===== config.mk =====
export PLATFORM = sky130hd
export DESIGN_NAME = lcd_spi_decoder_flat
export DESIGN_NICKNAME = d
export VERILOG_FILES = /design/src/rtl/lcd_spi_pkg.sv /design/src/rtl/lcd_spi_decoder_if.sv /design/src/rtl/lcd_spi_byte_rx.sv /design/src/rtl/lcd_spi_decoder.sv /design/src/flat_wrapper.sv
export SDC_FILE = /design/constraint.sdc
export NUM_CORES = 1
export LEC_CHECK = 0
export ABC_AREA = 1
export CORE_UTILIZATION = 45
export DETAILED_ROUTE_END_ITERATION = 16
export HOLD_SLACK_MARGIN = 0.02
export RECOVER_POWER = 50
export SLEW_MARGIN = 30
export SYNTH_ARGS = -nofsm -noshare
export SYNTH_HDL_FRONTEND = slang
export SYNTH_HIERARCHICAL = 1
export SYNTH_SLANG_ARGS = --single-unit

===== constraint.sdc =====
create_clock -name clk -period 5.8 [get_ports clk]
set_clock_uncertainty 0.15 [all_clocks]
set_input_delay 1.45 -clock clk [delete_from_list [all_inputs] [get_ports clk]]
set_output_delay 1.45 -clock clk [all_outputs]
set_load 0.03 [all_outputs]

===== src/rtl/lcd_spi_pkg.sv =====
// Shared opcodes, parser state encoding and pixel format for the SPI LCD receive model.
package lcd_spi_pkg;

    localparam logic [7:0] CMD_CASET = 8'h2A;
    localparam logic [7:0] CMD_RASET = 8'h2B;
    localparam logic [7:0] CMD_RAMWR = 8'h2C;

    typedef enum logic [1:0] {
        ST_IDLE,
        ST_CASET,
        ST_RASET,
        ST_RAMWR
    } parse_state_t;

    typedef struct packed {
        logic [4:0] r;
        logic [5:0] g;
        logic [4:0] b;
    } rgb565_t;

endpackage


===== src/rtl/lcd_spi_decoder_if.sv =====
// 4-wire SPI LCD link plus panel reset; master drives the pins, slave observes them.
interface lcd_spi_decoder_if;
    logic lcd_resetn;
    logic lcd_clk;
    logic lcd_cs;
    logic lcd_rs;
    logic lcd_data;

    modport master (output lcd_resetn, lcd_clk, lcd_cs, lcd_rs, lcd_data);
    modport slave  (input  lcd_resetn, lcd_clk, lcd_cs, lcd_rs, lcd_data);
endinterface


===== src/rtl/lcd_spi_byte_rx.sv =====
// Link receiver: synchronises the SPI LCD pins, detects lcd_clk rises and deserialises bytes.
// rx_* presents each assembled byte one cycle ahead of the registered byte_* outputs.
module lcd_spi_byte_rx
    import lcd_spi_pkg::*;
(
    input  logic             clk,
    input  logic             reset,
    lcd_spi_decoder_if.slave link,
    output logic             panel_rst,
    output logic             rx_done,
    output logic [7:0]       rx_byte,
    output logic             rx_is_data,
    output logic             byte_valid,
    output logic [7:0]       byte_data,
    output logic             byte_is_data
);

    localparam int SI_DAT  = 0;
    localparam int SI_RS   = 1;
    localparam int SI_CS   = 2;
    localparam int SI_CLK  = 3;
    localparam int SI_RSTN = 4;
    localparam logic [4:0] SYNC_RST = 5'b00100;

    logic [4:0] pins;
    logic [4:0] sync1_d, sync1_q, sync2_d, sync2_q;
    logic       clk_prev_d, clk_prev_q;
    logic       rise_d, rise_q;
    logic       mosi_d, mosi_q;
    logic       rs_d, rs_q;
    logic [7:0] sreg_d, sreg_q;
    logic [2:0] bit_cnt_d, bit_cnt_q;
    logic       done_d, done_q;
    logic       done_rs_d, done_rs_q;
    logic       byte_valid_d, byte_valid_q;
    logic [7:0] byte_data_d, byte_data_q;
    logic       byte_is_data_d, byte_is_data_q;

    assign pins = {link.lcd_resetn, link.lcd_clk, link.lcd_cs, link.lcd_rs, link.lcd_data};
    assign panel_rst = ~sync2_q[SI_RSTN];

    always_comb begin
        sync1_d        = pins;
        sync2_d        = sync1_q;
        clk_prev_d     = sync2_q[SI_CLK];
        // Rise is registered before shifting so data and rs travel with it through one stage.
        rise_d         = sync2_q[SI_CLK] & ~clk_prev_q & ~sync2_q[SI_CS];
        mosi_d         = sync2_q[SI_DAT];
        rs_d           = sync2_q[SI_RS];
        sreg_d         = sreg_q;
        bit_cnt_d      = bit_cnt_q;
        done_d         = 1'b0;
        done_rs_d      = done_rs_q;
        byte_valid_d   = done_q;
        byte_data_d    = byte_data_q;
        byte_is_data_d = byte_is_data_q;

        if (done_q) begin
            byte_data_d    = sreg_q;
            byte_is_data_d = done_rs_q;
        end

        if (sync2_q[SI_CS]) begin
            bit_cnt_d = 3'd0;
        end else if (rise_q) begin
            sreg_d    = {sreg_q[6:0], mosi_q};
            bit_cnt_d = bit_cnt_q + 3'd1;
            if (bit_cnt_q == 3'd7) begin
                done_d    = 1'b1;
                done_rs_d = rs_q;
            end
        end

        if (panel_rst) begin
            rise_d         = 1'b0;
            sreg_d         = 8'h00;
            bit_cnt_d      = 3'd0;
            done_d         = 1'b0;
            done_rs_d      = 1'b0;
            byte_valid_d   = 1'b0;
            byte_data_d    = 8'h00;
            byte_is_data_d = 1'b0;
        end
    end

    always_ff @(posedge clk or posedge reset) begin
        if (reset) begin
            sync1_q        <= SYNC_RST;
            sync2_q        <= SYNC_RST;
            clk_prev_q     <= 1'b0;
            rise_q         <= 1'b0;
            mosi_q         <= 1'b0;
            rs_q           <= 1'b0;
            sreg_q         <= 8'h00;
            bit_cnt_q      <= 3'd0;
            done_q         <= 1'b0;
            done_rs_q      <= 1'b0;
            byte_valid_q   <= 1'b0;
            byte_data_q    <= 8'h00;
            byte_is_data_q <= 1'b0;
        end else begin
            sync1_q        <= sync1_d;
            sync2_q        <= sync2_d;
            clk_prev_q     <= clk_prev_d;
            rise_q         <= rise_d;
            mosi_q         <= mosi_d;
            rs_q           <= rs_d;
            sreg_q         <= sreg_d;
            bit_cnt_q      <= bit_cnt_d;
            done_q         <= done_d;
            done_rs_q      <= done_rs_d;
            byte_valid_q   <= byte_valid_d;
            byte_data_q    <= byte_data_d;
            byte_is_data_q <= byte_is_data_d;
        end
    end

    assign rx_done      = done_q;
    assign rx_byte      = sreg_q;
    assign rx_is_data   = done_rs_q;
    assign byte_valid   = byte_valid_q;
    assign byte_data    = byte_data_q;
    assign byte_is_data = byte_is_data_q;

endmodule


===== src/rtl/lcd_spi_decoder.sv =====
// ST7789-style receive model: byte receiver plus CASET/RASET/RAMWR parser emitting RGB565 pixels.
// Define LCD_DEC_STATS_EN to add frame_done and pix_count outputs.
//
// state    | meaning
// ST_IDLE  | waiting for CASET/RASET/RAMWR; stray data bytes ignored
// ST_CASET | collecting x_start/x_end (4 data bytes)
// ST_RASET | collecting y_start/y_end (4 data bytes)
// ST_RAMWR | pairing data bytes into pixels, walking the window
module lcd_spi_decoder
    import lcd_spi_pkg::*;
#(
    parameter int SCREEN_W = 240,
    parameter int SCREEN_H = 320,
    parameter int COORD_W  = 9
) (
    input  logic               clk,
    input  logic               reset,
    lcd_spi_decoder_if.slave   link,
    output logic               byte_valid,
    output logic [7:0]         byte_data,
    output logic               byte_is_data,
    output logic               cmd_valid,
    output logic               pix_valid,
    output logic [COORD_W-1:0] pix_x,
    output logic [COORD_W-1:0] pix_y,
    output logic [15:0]        pix_data
`ifdef LCD_DEC_STATS_EN
    ,
    output logic               frame_done,
    output logic [31:0]        pix_count
`endif
);

    localparam logic [COORD_W-1:0] X_END_RST = COORD_W'(SCREEN_W - 1);
    localparam logic [COORD_W-1:0] Y_END_RST = COORD_W'(SCREEN_H - 1);

    logic               panel_rst;
    logic               rx_done;
    logic [7:0]         rx_byte;
    logic               rx_is_data;

    parse_state_t       state_d, state_q;
    logic [1:0]         idx_d, idx_q;
    logic [23:0]        coord_buf_d, coord_buf_q;
    logic [COORD_W-1:0] x_start_d, x_start_q, x_end_d, x_end_q;
    logic [COORD_W-1:0] y_start_d, y_start_q, y_end_d, y_end_q;
    logic [COORD_W-1:0] cur_x_d, cur_x_q, cur_y_d, cur_y_q;
    logic [7:0]         hi_d, hi_q;
    logic               have_hi_d, have_hi_q;
    logic               cmd_valid_d, cmd_valid_q;
    logic               pix_valid_d, pix_valid_q;
    logic [COORD_W-1:0] pix_x_d, pix_x_q, pix_y_d, pix_y_q;
    rgb565_t            pix_data_d, pix_data_q;
`ifdef LCD_DEC_STATS_EN
    logic               frame_done_d, frame_done_q;
    logic [31:0]        pix_count_d, pix_count_q;
`endif

    logic [31:0]        coord_word;
    logic               x_last, y_last;

    lcd_spi_byte_rx u_byte_rx (
        .clk          (clk),
        .reset        (reset),
        .link         (link),
        .panel_rst    (panel_rst),
        .rx_done      (rx_done),
        .rx_byte      (rx_byte),
        .rx_is_data   (rx_is_data),
        .byte_valid   (byte_valid),
        .byte_data    (byte_data),
        .byte_is_data (byte_is_data)
    );

    assign coord_word = {coord_buf_q, rx_byte};
    // A reversed range collapses to a single column/row at the start coordinate.
    assign x_last = (cur_x_q == x_end_q) || (x_start_q > x_end_q);
    assign y_last = (cur_y_q == y_end_q) || (y_start_q > y_end_q);

    always_comb begin
        state_d     = state_q;
        idx_d       = idx_q;
        coord_buf_d = coord_buf_q;
        x_start_d   = x_start_q;
        x_end_d     = x_end_q;
        y_start_d   = y_start_q;
        y_end_d     = y_end_q;
        cur_x_d     = cur_x_q;
        cur_y_d     = cur_y_q;
        hi_d        = hi_q;
        have_hi_d   = have_hi_q;
        cmd_valid_d = 1'b0;
        pix_valid_d = 1'b0;
        pix_x_d     = pix_x_q;
        pix_y_d     = pix_y_q;
        pix_data_d  = pix_data_q;
`ifdef LCD_DEC_STATS_EN
        frame_done_d = 1'b0;
        pix_count_d  = pix_count_q;
`endif

        if (rx_done) begin
            if (!rx_is_data) begin
                cmd_valid_d = 1'b1;
                idx_d       = 2'd0;
                have_hi_d   = 1'b0;
                case (rx_byte)
                    CMD_CASET: state_d = ST_CASET;
                    CMD_RASET: state_d = ST_RASET;
                    CMD_RAMWR: begin
                        state_d = ST_RAMWR;
                        cur_x_d = x_start_q;
                        cur_y_d = y_start_q;
                    end
                    default:   state_d = ST_IDLE;
                endcase
            end else begin
                case (state_q)
                    ST_CASET, ST_RASET: begin
                        coord_buf_d = {coord_buf_q[15:0], rx_byte};
                        idx_d       = idx_q + 2'd1;
                        // Window registers only change once all four bytes have arrived.
                        if (idx_q == 2'd3) begin
                            state_d = ST_IDLE;
                            if (state_q == ST_CASET) begin
                                x_start_d = coord_word[16 +: COORD_W];
                                x_end_d   = coord_word[0 +: COORD_W];
                            end else begin
                                y_start_d = coord_word[16 +: COORD_W];
                                y_end_d   = coord_word[0 +: COORD_W];
                            end
                        end
                    end
                    ST_RAMWR: begin
                        if (!have_hi_q) begin
                            hi_d      = rx_byte;
                            have_hi_d = 1'b1;
                        end else begin
                            have_hi_d   = 1'b0;
                            pix_valid_d = 1'b1;
                            pix_x_d     = cur_x_q;
                            pix_y_d     = cur_y_q;
                            pix_data_d  = rgb565_t'({hi_q, rx_byte});
`ifdef LCD_DEC_STATS_EN
                            frame_done_d = (cur_x_q == x_end_q) && (cur_y_q == y_end_q);
                            pix_count_d  = pix_count_q + 32'd1;
`endif
                            if (x_last) begin
                                cur_x_d = x_start_q;
                                cur_y_d = y_last ? y_start_q : cur_y_q + 1'b1;
                            end else begin
                                cur_x_d = cur_x_q + 1'b1;
                            end
                        end
                    end
                    default: ;
                endcase
            end
        end

        if (panel_rst) begin
            state_d     = ST_IDLE;
            idx_d       = 2'd0;
            coord_buf_d = 24'h0;
            x_start_d   = '0;
            x_end_d     = X_END_RST;
            y_start_d   = '0;
            y_end_d     = Y_END_RST;
            cur_x_d     = '0;
            cur_y_d     = '0;
            hi_d        = 8'h00;
            have_hi_d   = 1'b0;
            cmd_valid_d = 1'b0;
            pix_valid_d = 1'b0;
            pix_x_d     = '0;
            pix_y_d     = '0;
            pix_data_d  = '0;
`ifdef LCD_DEC_STATS_EN
            frame_done_d = 1'b0;
            pix_count_d  = 32'd0;
`endif
        end
    end

    always_ff @(posedge clk or posedge reset) begin
        if (reset) begin
            state_q     <= ST_IDLE;
            idx_q       <= 2'd0;
            coord_buf_q <= 24'h0;
            x_start_q   <= '0;
            x_end_q     <= X_END_RST;
            y_start_q   <= '0;
            y_end_q     <= Y_END_RST;
            cur_x_q     <= '0;
            cur_y_q     <= '0;
            hi_q        <= 8'h00;
            have_hi_q   <= 1'b0;
            cmd_valid_q <= 1'b0;
            pix_valid_q <= 1'b0;
            pix_x_q     <= '0;
            pix_y_q     <= '0;
            pix_data_q  <= '0;
`ifdef LCD_DEC_STATS_EN
            frame_done_q <= 1'b0;
            pix_count_q  <= 32'd0;
`endif
        end else begin
            state_q     <= state_d;
            idx_q       <= idx_d;
            coord_buf_q <= coord_buf_d;
            x_start_q   <= x_start_d;
            x_end_q     <= x_end_d;
            y_start_q   <= y_start_d;
            y_end_q     <= y_end_d;
            cur_x_q     <= cur_x_d;
            cur_y_q     <= cur_y_d;
            hi_q        <= hi_d;
            have_hi_q   <= have_hi_d;
            cmd_valid_q <= cmd_valid_d;
            pix_valid_q <= pix_valid_d;
            pix_x_q     <= pix_x_d;
            pix_y_q     <= pix_y_d;
            pix_data_q  <= pix_data_d;
`ifdef LCD_DEC_STATS_EN
            frame_done_q <= frame_done_d;
            pix_count_q  <= pix_count_d;
`endif
        end
    end

    assign cmd_valid = cmd_valid_q;
    assign pix_valid = pix_valid_q;
    assign pix_x     = pix_x_q;
    assign pix_y     = pix_y_q;
    assign pix_data  = pix_data_q;
`ifdef LCD_DEC_STATS_EN
    assign frame_done = frame_done_q;
    assign pix_count  = pix_count_q;
`endif

endmodule

===== src/flat_wrapper.sv =====
// flat-port wrapper written by rule: the top's interface ports become plain ports
module lcd_spi_decoder_flat import lcd_spi_pkg::*;
#(
    parameter int SCREEN_W = 240,
    parameter int SCREEN_H = 320,
    parameter int COORD_W  = 9
)
  (clk, reset, byte_valid, byte_data, byte_is_data, cmd_valid, pix_valid, pix_x, pix_y, pix_data, link_lcd_resetn, link_lcd_clk, link_lcd_cs, link_lcd_rs, link_lcd_data);
  lcd_spi_decoder_if link_i ();
  input  logic clk;
  input  logic reset;
  output logic byte_valid;
  output logic [7:0] byte_data;
  output logic byte_is_data;
  output logic cmd_valid;
  output logic pix_valid;
  output logic [COORD_W-1:0] pix_x;
  output logic [COORD_W-1:0] pix_y;
  output logic [15:0] pix_data;
  input wire logic [$bits(link_i.lcd_resetn)-1:0] link_lcd_resetn;
  input wire logic [$bits(link_i.lcd_clk)-1:0] link_lcd_clk;
  input wire logic [$bits(link_i.lcd_cs)-1:0] link_lcd_cs;
  input wire logic [$bits(link_i.lcd_rs)-1:0] link_lcd_rs;
  input wire logic [$bits(link_i.lcd_data)-1:0] link_lcd_data;
  assign link_i.lcd_resetn = link_lcd_resetn;
  assign link_i.lcd_clk = link_lcd_clk;
  assign link_i.lcd_cs = link_lcd_cs;
  assign link_i.lcd_rs = link_lcd_rs;
  assign link_i.lcd_data = link_lcd_data;
  lcd_spi_decoder #(.SCREEN_W(SCREEN_W), .SCREEN_H(SCREEN_H), .COORD_W(COORD_W)) u_core (.clk(clk), .reset(reset), .link(link_i), .byte_valid(byte_valid), .byte_data(byte_data), .byte_is_data(byte_is_data), .cmd_valid(cmd_valid), .pix_valid(pix_valid), .pix_x(pix_x), .pix_y(pix_y), .pix_data(pix_data));
endmodule

==> impl_metrics.toml <==
[die]
rows = 47
chipHeight_um = 132
initial_core_util_pct = 45.9
fp.coreArea_um2 = 16500
boundaryPins = 53
die_area_um2 = 17300
die_w_um = 132

[final_layout]
design_area_um2 = 8770
finalNetCount = 961
area_growth_pct = 15.9
layout-drive-gt1-share_pct = 8.49
seq_area_um2 = 3950
antennaDiodeCount = 0
nFillCells = 1563
multi_input_area_um2 = 2970

[pwr]
power.total_mw = 2.32
p_leak_nw = 4.23
p_per_area_nw_per_um2 = 265
peakVddDrop_uv = 218

[sta]
setup_viol = 0
fmax_ghz = 0.234
worst_pin_slew_ps = 2820
rsz0062_at_grt = "false"
slew-limit-headroom_pct = -88.0
setup_ws_ps = 1530
hold_viol = 0
period_minus_slack_ps = 4270
slew_violations = 111
post-route-period-util_pct = 73.7
setup_tns_ps = 0

[synthesis]
avgSynthCellArea_um2 = 8.51
synth.area.top_cells = "dfrtp_1, nand2_1, nand3_1, o21ai_0, dfstp_2"
synth_top_area_share_pct = 46.7
synth_top_cell_by_area = "dfrtp_1"
synth_cell_types = 40
synthFlopType = "dfrtp_1"
ys_seq_elements = 157
synth_area_um2 = 7560
synth-seq-area-share_pct = 52.2
yosysWarnings = 6
yosysMostFrequentCell = "nand2_1"
yosys-top-cells-count = "nand2_1, dfrtp_1, inv_1, nand3_1, o21ai_0"
async_flop_share_pct = 100
synth_nets = 921
netlist_instances = 889
synth-edff-count = 0

[global_routing]
track_usage_pct = 21.7
grt_pass1_wl_um = 29400
grt_max_degree = 73
grt_pass1_vias = 5695
antenna_found_initial = 0
grt-ovfl-total = 0

[clocking]
clockRootBuffer = "clkbuf_16"
cts_made_buffers = 17
ctsResizeCount = 0
clkLatencyLatePin_ps = 420
htree_num_levels = 4
clock-sinks = 157
post_cts_buffers = 0
cts_tree = "built"
postCtsHoldBufs = 0
clkSlewWorstSetupHoldPaths_ps = 70
clockBufferDepth = 2

[critical_path]
crit_required_ps = 5570
worstPathArrival_ps = 4040
path_cells = "dlygate4sd3_1 > inv_1"
slowest_stage = "inv_1"
criticalPathCategory = "input pin to asynchronous set/reset pin"
start_kind = "input pin"
max_stage_delay_ps = 1980
worstPathMaxFanout = 72
crit_buf_inv = 2
path_delay_family = "buffers and inverters"
end_kind = "asynchronous set/reset pin"

[hold_path]
hold_class = "register to register"

[flow_run]
max_cap_viol_count = 2

[placed_design]
gp_congestion = 0.816
port_buffers = 52
dpl_worst_slack_ps = 2230
hpwl_um = 12100
post_dp_cell_area_um2 = 8220

[routing]
drtIter0Drc = 415
dr_total_vias = 5831
wire_per_inst_um = 15.1
vias_per_cell = 5.02
drt_first_pass_iters = 5
drcViolationCount = 0
finalWirelength_um = 17500
ant_nets = 0

[run_status]
failed_checks = "max-capacitance violations, max-slew violations"
status = "finished, violations left"
-- power by group --
group          total [mW]  internal, mW  switching [mW]
clock network        1.09         0.622           0.467
registers            1.13          1.12          0.0104
logic               0.108        0.0264          0.0820
total                2.32          1.77           0.559
-- metal layers --
layer  global-route usage, %  share of wire [%]  up-vias  wire length, µm
met4                    6.85                1.2        0              203
met3                    4.82                3.6       14              631
met5                       0                  0        -                0
li1                        -                  -     2907                -
met2                    33.0                 46      108             8100
met1                    30.8                 49     2802             8600
-- sequential cells by signal, indices dropped and copies added, names as in the netlist, 3 cells and up --
register and flops:
u_core/pix_y 9, u_core/cur_x_q 9, u_core/pix_x 9, u_core/y_start_q 9, u_core/coord_buf_q 17, u_core/pix_data 16
u_core/u_byte_rx/byte_data 8, u_core/u_byte_rx/sync2_q 5, u_core/x_start_q 9, u_core/u_byte_rx/rx_byte 8, u_core/x_end_q 9, u_core/u_byte_rx/bit_cnt_q 3
u_core/cur_y_q 9, u_core/u_byte_rx/sync1_q 5, u_core/y_end_q 9, u_core/hi_q 8
-- final timing paths --
path                                             start                           to  slack [ps]  cells past startpoint
setup reg to reg           u_core/u_byte_rx/sync2_q[4]            u_core/y_end_q[4]        1540                      5
hold reg to reg            u_core/u_byte_rx/sync1_q[4]  u_core/u_byte_rx/sync2_q[4]         200                      0
min in group asynchronous                        reset        u_core/u_byte_rx/rs_q        2030                      3
setup / recovery                                 reset          u_core/pix_data[14]        1530                      2
max in group clk           u_core/u_byte_rx/sync2_q[4]            u_core/y_end_q[4]        1540                      5
hold / removal             u_core/u_byte_rx/sync1_q[4]  u_core/u_byte_rx/sync2_q[4]         200                      0
-- cell type report --
type / count / area share (%)
sequential: 157 / 45.0
multi-input combinational: 580 / 33.9
timing repair buffer: 55 / 6.15
clock buffer: 19 / 5.17
inverter: 118 / 5.09
tap: 220 / 3.14
clock inverter: 13 / 1.48
-- cells in the final DEF (no fill, tap or decap), drive strengths merged, types with 10 or more instances in the layout --
master,netlist,layout
clkbuf,17,20
clkdlybuf4s50,0,46
clkinv,3,10
dfrtp,141,141
dfstp,16,16
ha,25,25
inv,115,117
nand2,236,236
nand3,105,105
nor2,55,55
o21ai,103,103
xor2,14,14
-- kinds of logic after synthesis --
group           count (synthesis)  synth area share [%]
fa+ha+maj                      25                  4.14
xor+xnor                       20                  2.32
compound gates                118                  8.65
buf+inv                       152                  8.12
mux                             7                  1.04
flops                         157                  52.2
simple gates                  410                  23.5
-- metrics by stage --
stage               util (%)  hold WS (ps)  instances
finish                  53.2           198       1162
global route            53.2           207       1162
CTS                     53.5           200       1162
detailed placement      49.9           185       1130
global placement        49.9           183       1130
floorplan                  -           181        889
No activity file was read; power rests on OpenSTA's default activity.
